### src/rtl/score_pkg.sv
// score_pkg: shared types and defaults for the score tracker.
// Contents: round state enum, score ceiling and combo step defaults, combo width.
package score_pkg;
    typedef enum logic [1:0] {IDLE, PLAY, OVER} state_t;
    localparam int MAX_SCORE_DEF  = 999;
    localparam int COMBO_STEP_DEF = 4;
    localparam int COMBO_W        = 4;
endpackage

### src/rtl/bin2bcd_seq.sv
// bin2bcd_seq: sequential double-dabble converter, one load cycle then ten shift cycles.
// Ports: clk, resetn (async active-low); start/bin[9:0] request a conversion while idle;
// busy is high while converting; done pulses when the digits are loaded;
// digit_hi/digit_mid/digit_lo hold the last completed result and change together.
module bin2bcd_seq (
    input  logic       clk,
    input  logic       resetn,
    input  logic       start,
    input  logic [9:0] bin,
    output logic       busy,
    output logic       done,
    output logic [3:0] digit_hi,
    output logic [3:0] digit_mid,
    output logic [3:0] digit_lo
);
    // sr = {hundreds, tens, units, remaining binary bits}
    logic [21:0] sr, adj;
    logic [3:0]  cnt;

    always_comb begin
        adj = sr;
        for (int i = 0; i < 3; i++)
            adj[10+4*i +: 4] = (sr[10+4*i +: 4] > 4'd4) ? sr[10+4*i +: 4] + 4'd3 : sr[10+4*i +: 4];
    end

    always_ff @(posedge clk or negedge resetn) begin
        if (!resetn) begin
            sr        <= '0;
            cnt       <= '0;
            busy      <= 1'b0;
            done      <= 1'b0;
            digit_hi  <= '0;
            digit_mid <= '0;
            digit_lo  <= '0;
        end else begin
            done <= 1'b0;
            if (busy) begin
                sr  <= {adj[20:0], 1'b0};
                cnt <= cnt + 4'd1;
                // last shift: publish the shifted BCD field directly so all digits land together
                if (cnt == 4'd9) begin
                    busy <= 1'b0;
                    done <= 1'b1;
                    {digit_hi, digit_mid, digit_lo} <= adj[20:9];
                end
            end else if (start) begin
                sr   <= {12'd0, bin};
                cnt  <= '0;
                busy <= 1'b1;
            end
        end
    end
endmodule

### src/rtl/score_tracker.sv
// score_tracker: round FSM, combo-multiplied saturating score, high score and BCD display.
// Ports: clk, resetn (async active-low); game_start/game_over/hit/miss pulses, hit_value[3:0];
// score[9:0], high_score[9:0], combo[3:0], playing; digit_hi/mid/lo BCD of score;
// digits_valid high when the digits match the current score.
module score_tracker
    import score_pkg::*;
#(
    parameter int MAX_SCORE  = MAX_SCORE_DEF,
    parameter int COMBO_STEP = COMBO_STEP_DEF
) (
    input  logic               clk,
    input  logic               resetn,
    input  logic               game_start,
    input  logic               game_over,
    input  logic               hit,
    input  logic [3:0]         hit_value,
    input  logic               miss,
    output logic [9:0]         score,
    output logic [9:0]         high_score,
    output logic [COMBO_W-1:0] combo,
    output logic               playing,
    output logic [3:0]         digit_hi,
    output logic [3:0]         digit_mid,
    output logic [3:0]         digit_lo,
    output logic               digits_valid
);
    localparam logic [COMBO_W-1:0] STEP      = COMBO_W'(COMBO_STEP);
    localparam logic [COMBO_W-1:0] COMBO_MAX = '1;
    localparam logic [11:0]        MAX12     = 12'(MAX_SCORE);

    state_t             state, next_state;
    logic [COMBO_W-1:0] lvl;
    logic [2:0]         mult;
    logic [11:0]        sum;
    logic [9:0]         score_next;
    logic [9:0]         pending, shown;
    logic               busy, done, start;

    always_comb begin
        next_state = state;
        if (game_start)
            next_state = PLAY;
        else if (state == PLAY && game_over)
            next_state = OVER;
        lvl        = combo / STEP;
        mult       = (lvl > COMBO_W'(3)) ? 3'd4 : 3'(lvl) + 3'd1;
        // 12-bit sum: worst case 999 + 15*4 cannot wrap before the ceiling clamps it
        sum        = 12'(score) + 12'(hit_value) * 12'(mult);
        score_next = (sum > MAX12) ? MAX12[9:0] : sum[9:0];
    end

    always_ff @(posedge clk or negedge resetn) begin
        if (!resetn)
            state <= IDLE;
        else
            state <= next_state;
    end

    assign playing = (state == PLAY);

    always_ff @(posedge clk or negedge resetn) begin
        if (!resetn) begin
            score      <= '0;
            combo      <= '0;
            high_score <= '0;
        end else if (game_start) begin
            score <= '0;
            combo <= '0;
        end else if (state == PLAY) begin
            if (game_over) begin
                if (score > high_score)
                    high_score <= score;
            end else if (miss)
                combo <= '0;
            else if (hit) begin
                score <= score_next;
                combo <= (combo == COMBO_MAX) ? combo : combo + 1'b1;
            end
        end
    end

    // pending: value handed to the converter; shown: value whose digits are on the outputs
    assign start        = !busy && (score != pending);
    assign digits_valid = (score == shown);

    always_ff @(posedge clk or negedge resetn) begin
        if (!resetn) begin
            pending <= '0;
            shown   <= '0;
        end else begin
            if (start)
                pending <= score;
            if (done)
                shown <= pending;
        end
    end

    bin2bcd_seq u_bcd (
        .clk       (clk),
        .resetn    (resetn),
        .start     (start),
        .bin       (score),
        .busy      (busy),
        .done      (done),
        .digit_hi  (digit_hi),
        .digit_mid (digit_mid),
        .digit_lo  (digit_lo)
    );
endmodule

### config.mk
export PLATFORM = sky130hd
export DESIGN_NAME = score_tracker
export DESIGN_NICKNAME = d
export VERILOG_FILES = /design/src/rtl/score_pkg.sv /design/src/rtl/bin2bcd_seq.sv /design/src/rtl/score_tracker.sv
export SDC_FILE = /design/constraint.sdc
export NUM_CORES = 1
export LEC_CHECK = 0
export ABC_AREA = 1
export CORE_AREA = 3 3 96 98
export DETAILED_ROUTE_END_ITERATION = 7
export DIE_AREA = 0 0 99 101
export GPL_TIMING_DRIVEN = 0
export PLACE_DENSITY = 0.83
export SLEW_MARGIN = 40
export SYNTH_ARGS = -nofsm -noshare
export SYNTH_HDL_FRONTEND = slang
export SYNTH_SLANG_ARGS = --single-unit
### constraint.sdc
create_clock -name clk -period 4.2 [get_ports clk]
set_input_delay 0.42 -clock clk [delete_from_list [all_inputs] [get_ports clk]]
set_output_delay 0.42 -clock clk [all_outputs]
set_load 0.05 [all_outputs]
==> impl_summary.md <==
Status
The flow ran to the end, and the final reports show no timing, DRC or antenna violations.

Global routing
The number of antenna violations at the first check in global routing came to 0. The first global-routing pass estimated 19.12 mm of wire. The largest net degree at the start of global routing is 49. The aggregate global-route resource usage is 0.2387. The number of global-route vias before repair was 4183.

The remaining global-route overflow is 0.

CTS
The number of buffers on the longest clock path is 2. The CTS tree is built. The CTS buffer count is 9. The tree is rooted in a clkbuf_8.

The clock slew at the register clock pins of the worst setup and hold paths is 90 ps. Clock tree synthesis found a total of 86 sinks. The H-tree level count is 3. The clock insertion delay at the later pin of the skew report is 360 ps.

Floorplanning
The floorplan step defined a core boundary enclosing 8551 µm². The starting density of the core is 0.5698. The floorplan die height is 101 µm. For this design the top-level I/O count stands at 48.

The x dimension of the die is 99 µm. The number of rows created at floorplan is 34. The die footprint is 9999 µm².

Logic synthesis
After synthesis the cells add up to 4872 µm². During synthesis, Yosys emitted a total of 0 warnings. Yosys mapped a number of flops with a built-in enable equal to 0. Of all flip-flops after synthesis, the portion carrying an async set or reset was 1.000. Yosys mapped the design onto 39 distinct sky130hd cell types.

Counting flops and latches in the post-synthesis netlist gives 86. The cell count after synthesis came out at 601. The net count of the mapped netlist is 645. The most area-hungry cell type in the Yosys netlist is dfrtp_1. The register area share after synthesis is 0.4417.

The average instance area after synthesis is 8.107 µm². Of the post-synthesis cell area, the dominant cell type holds 0.4417. In the synthesized netlist the dominant register cell turns out to be dfrtp_1.

In the post-synthesis netlist, the biggest area contributors are dfrtp_1, nand2_1, inv_1.

Worst setup path
The setup slack of the most critical reg-to-reg path is 600 ps. The worst register-to-register path ends at score[8]$_DFFE_PN0P_. The launching point of the worst reg2reg path is combo[2]$_DFFE_PN0P_. The signal on the critical path passes through ha_1 > nand2_1 > fa_1 > fa_1 > fa_1 > inv_1 > nand2_1 > nand2_1 > nand3_1 > nand3_1 > nand2_1 > nor2_1 > nand3_2 > nand3_1 > nand2_1 > nand2_1.

At the worst endpoint, the required time is 4490 ps. STA classifies the critical path startpoint as a register. STA classifies the critical path endpoint as a register.

The cell count of the worst reg-to-reg path is 16. The arrival time reported for the critical path endpoint is 3890 ps. The largest stage delay on the critical path is 560 ps. The worst setup path is of the register to register kind. Of all nets on the critical path, the largest fanout is 9. The slowest stage of the critical path belongs to the cell fa_1.

The most frequent cell on the critical path is nand2_1.

Pwr
The analysis attributes to cell leakage a power of 2.891 nW. The share of total power dissipated in combinational logic is 0.430. The share of total power consumed by net switching is 0.4170.

The peak supply drop is 0.4973 mV. The power density relative to cell area is 536.1 nW/µm². The switching power total is 0.001274 W. The internal power summed over all cells is 0.001782 W.

The portion of total power attributed to the clock network is 0.181. The sequential share of power is 0.388.

Finish
The total non-filler cell area in the finished layout is 5700 µm². The final net count is 705. Fill cells in the final layout number 683.

The area growth from synthesis to layout is 17.00%. The number of antenna diodes is 0. The share of post-route cells with drive strength above 1 is 0.07808.

STA
The max-slew headroom at the worst pin is 0.5030. Setup violations remaining at the end of the flow were counted as 0. Static timing analysis puts the maximum clock frequency at 277.5 MHz.

For the pin with the worst max-slew slack, the measured transition is 745.4 ps. The final number of max-transition violations is 0. The clock period minus worst slack is 3604 ps.

Of the available clock period, the critical path in the final layout requires 0.8582. The number of failing hold endpoints at the final stage is 0. In the final timing run, aggregate negative setup slack is 0 ps. The clock arrives with 10.93 ps of skew. Setup repair after global routing left no endpoint under its margin.

Place
The count of buffers inserted at the top-level ports is 47. The half-perimeter wire length after detailed placement is 8.366 mm. The placed instances occupy a cell area of 5499 µm². The routability-driven placement congestion ratio is 0.8918.

Drt
The average detailed-routed wire length per instance is 14.33 µm. Summing over every cut layer, the via total after detailed routing is 4157. After the first detailed-routing iteration, the DRC count stood at 252.

Wires add up to 11.10 mm. The detail route stage leaves a number of antenna-violating nets equal to 0. The number of iterations in the first detailed-routing pass is 5.

The via density per instance is 5.371. The residual DRC count is 0.

Min path
In this run the most critical hold path is launched from u_bcd.sr[0]$_DFFE_PN0P_. Counting instances, the worst hold path has a depth of 2. The min-delay analysis places its worst path in the category register to register. The destination of the worst hold path is u_bcd.sr[0]$_DFFE_PN0P_.

Flow run
Max-cap violations in this run came to 0.
-- layer usage --
metal,wire [µm],vias to the layer above,global-route usage
li1,-,2037,-
met1,4947,1975,0.3075
met2,5344,126,0.3982
met3,531,19,0.03668
met4,272,0,0.1092
met5,0,-,0
-- worst max-delay path: cells and delay by family, from the launching register on --
family,cells,cell delay [ps]
AND/OR/NAND/NOR,11,1090
adder cells (fa/ha/maj),4,1890
buffers and inverters,1,80
flip-flops,1,480
-- cell families (layout without fill, tap and decap cells) --
family                     after synthesis  count (layout)  synth area share
DFF                                     86              86            0.4417
AOI/OAI and AO/OA                       91              91            0.1138
adders and majority gates               34              34           0.09810
buffers and inverters                  113             178           0.09579
xor gates and xnor gates                11              11           0.01978
and+or+nand+nor                        266             266            0.2309
-- cells in the mapped netlist, types with 3 or more instances --
| library cell | instances |
|---|---|
| or2_2 | 4 |
| clkbuf_1 | 6 |
| nor3_1 | 6 |
| a21oi_1 | 17 |
| xor2_1 | 9 |
| buf_2 | 4 |
| o21ai_1 | 9 |
| nand4_1 | 6 |
| ha_1 | 27 |
| nand3_1 | 34 |
| o22ai_2 | 10 |
| inv_1 | 94 |
| dfrtp_1 | 86 |
| fa_1 | 7 |
| nor2_1 | 34 |
| o21ai_0 | 45 |
| nand2_1 | 169 |
| o22ai_1 | 3 |
| buf_6 | 4 |
-- placed cells by master, fill, tap and decap left out, types with 3 or more instances in the layout --
cell type	instances
nand2_1	169
inv_1	94
dfrtp_1	86
clkdlybuf4s50_1	46
o21ai_0	45
nor2_1	34
nand3_1	34
ha_1	27
a21oi_1	17
clkbuf_8	11
o22ai_2	10
xor2_1	9
o21ai_1	9
fa_1	7
nand4_1	6
clkbuf_1	6
nor3_1	6
buf_6	5
buf_2	4
or2_2	4
o22ai_1	3
clkinvlp_4	3
-- power by group through the flow --
stage / Sequential (W) / Clock, W / Combinational, W
after CTS: 0.00118 / 0.000564 / 0.00132
after floorplan: 0.00137 / 0 / 0.000764
after detailed placement: 0.00120 / 0 / 0.00130
after global placement: 0.00119 / 0 / 0.00124
after global routing: 0.00121 / 0.000598 / 0.00144
final: 0.00119 / 0.000555 / 0.00132
-- cell type report --
cell class / count / area [µm²] / area share
flip-flops and latches: 86 / 2152 / 0.3775
repair buffers: 49 / 501.7 / 0.08802
inverters: 97 / 364.1 / 0.06387
plain buffers: 16 / 102.6 / 0.01800
multi-input cells: 402 / 2253 / 0.3953
clock inverters: 5 / 40.04 / 0.007024
well taps: 108 / 135.1 / 0.02371
clock buffers: 11 / 151.4 / 0.02656
-- worst max path at each step --
stage	startpoint	endpoint	slack (ps)	cells after the start
floorplan	combo[2]$_DFFE_PN0P_	score[3]$_DFFE_PN0P_	680	18
global placement	resetn	u_bcd.digit_mid[1]$_DFFE_PN0P_	-300	1
detailed placement	hit_value[0]	score[4]$_DFFE_PN0P_	540	15
CTS	combo[2]$_DFFE_PN0P_	score[4]$_DFFE_PN0P_	620	15
global route	combo[2]$_DFFE_PN0P_	score[8]$_DFFE_PN0P_	280	19
finish	combo[2]$_DFFE_PN0P_	score[8]$_DFFE_PN0P_	600	16
-- timing repair --
action / CTS / global route
gates resized for setup: 0 / 0
hold buffers: 1 / 0
setup buffers: 0 / 0
hold endpoints to repair: 15 / 0
-- sequential cells by signal (all words and copies together), names as in the netlist --
| register | flops |
|---|---|
| combo | 4 |
| u_bcd.busy | 1 |
| state | 2 |
| u_bcd.digit_hi | 4 |
| u_bcd.digit_mid | 4 |
| u_bcd.sr | 22 |
| u_bcd.cnt | 4 |
| score | 10 |
| shown | 10 |
| high_score | 10 |
| u_bcd.digit_lo | 4 |
| pending | 10 |
| u_bcd.done | 1 |
-- per-stage QoR --
| step | cells | total power, W | worst slack, ps | util | hold slack [ps] |
|---|---|---|---|---|---|
| after global routing | 774 | 0.003248 | 278.9 | 0.6667 | 509.4 |
| after global placement | 756 | 0.002429 | -297.4 | 0.6406 | 464.1 |
| after detailed placement | 757 | 0.002500 | 539.6 | 0.6431 | 377.2 |
| final | 774 | 0.003056 | 595.8 | 0.6667 | 493.5 |
| after CTS | 774 | 0.003066 | 621.7 | 0.6667 | 496.3 |
| after floorplan | 601 | 0.002130 | 680.2 | - | 124.4 |
Power figures use the tool's default switching activity.
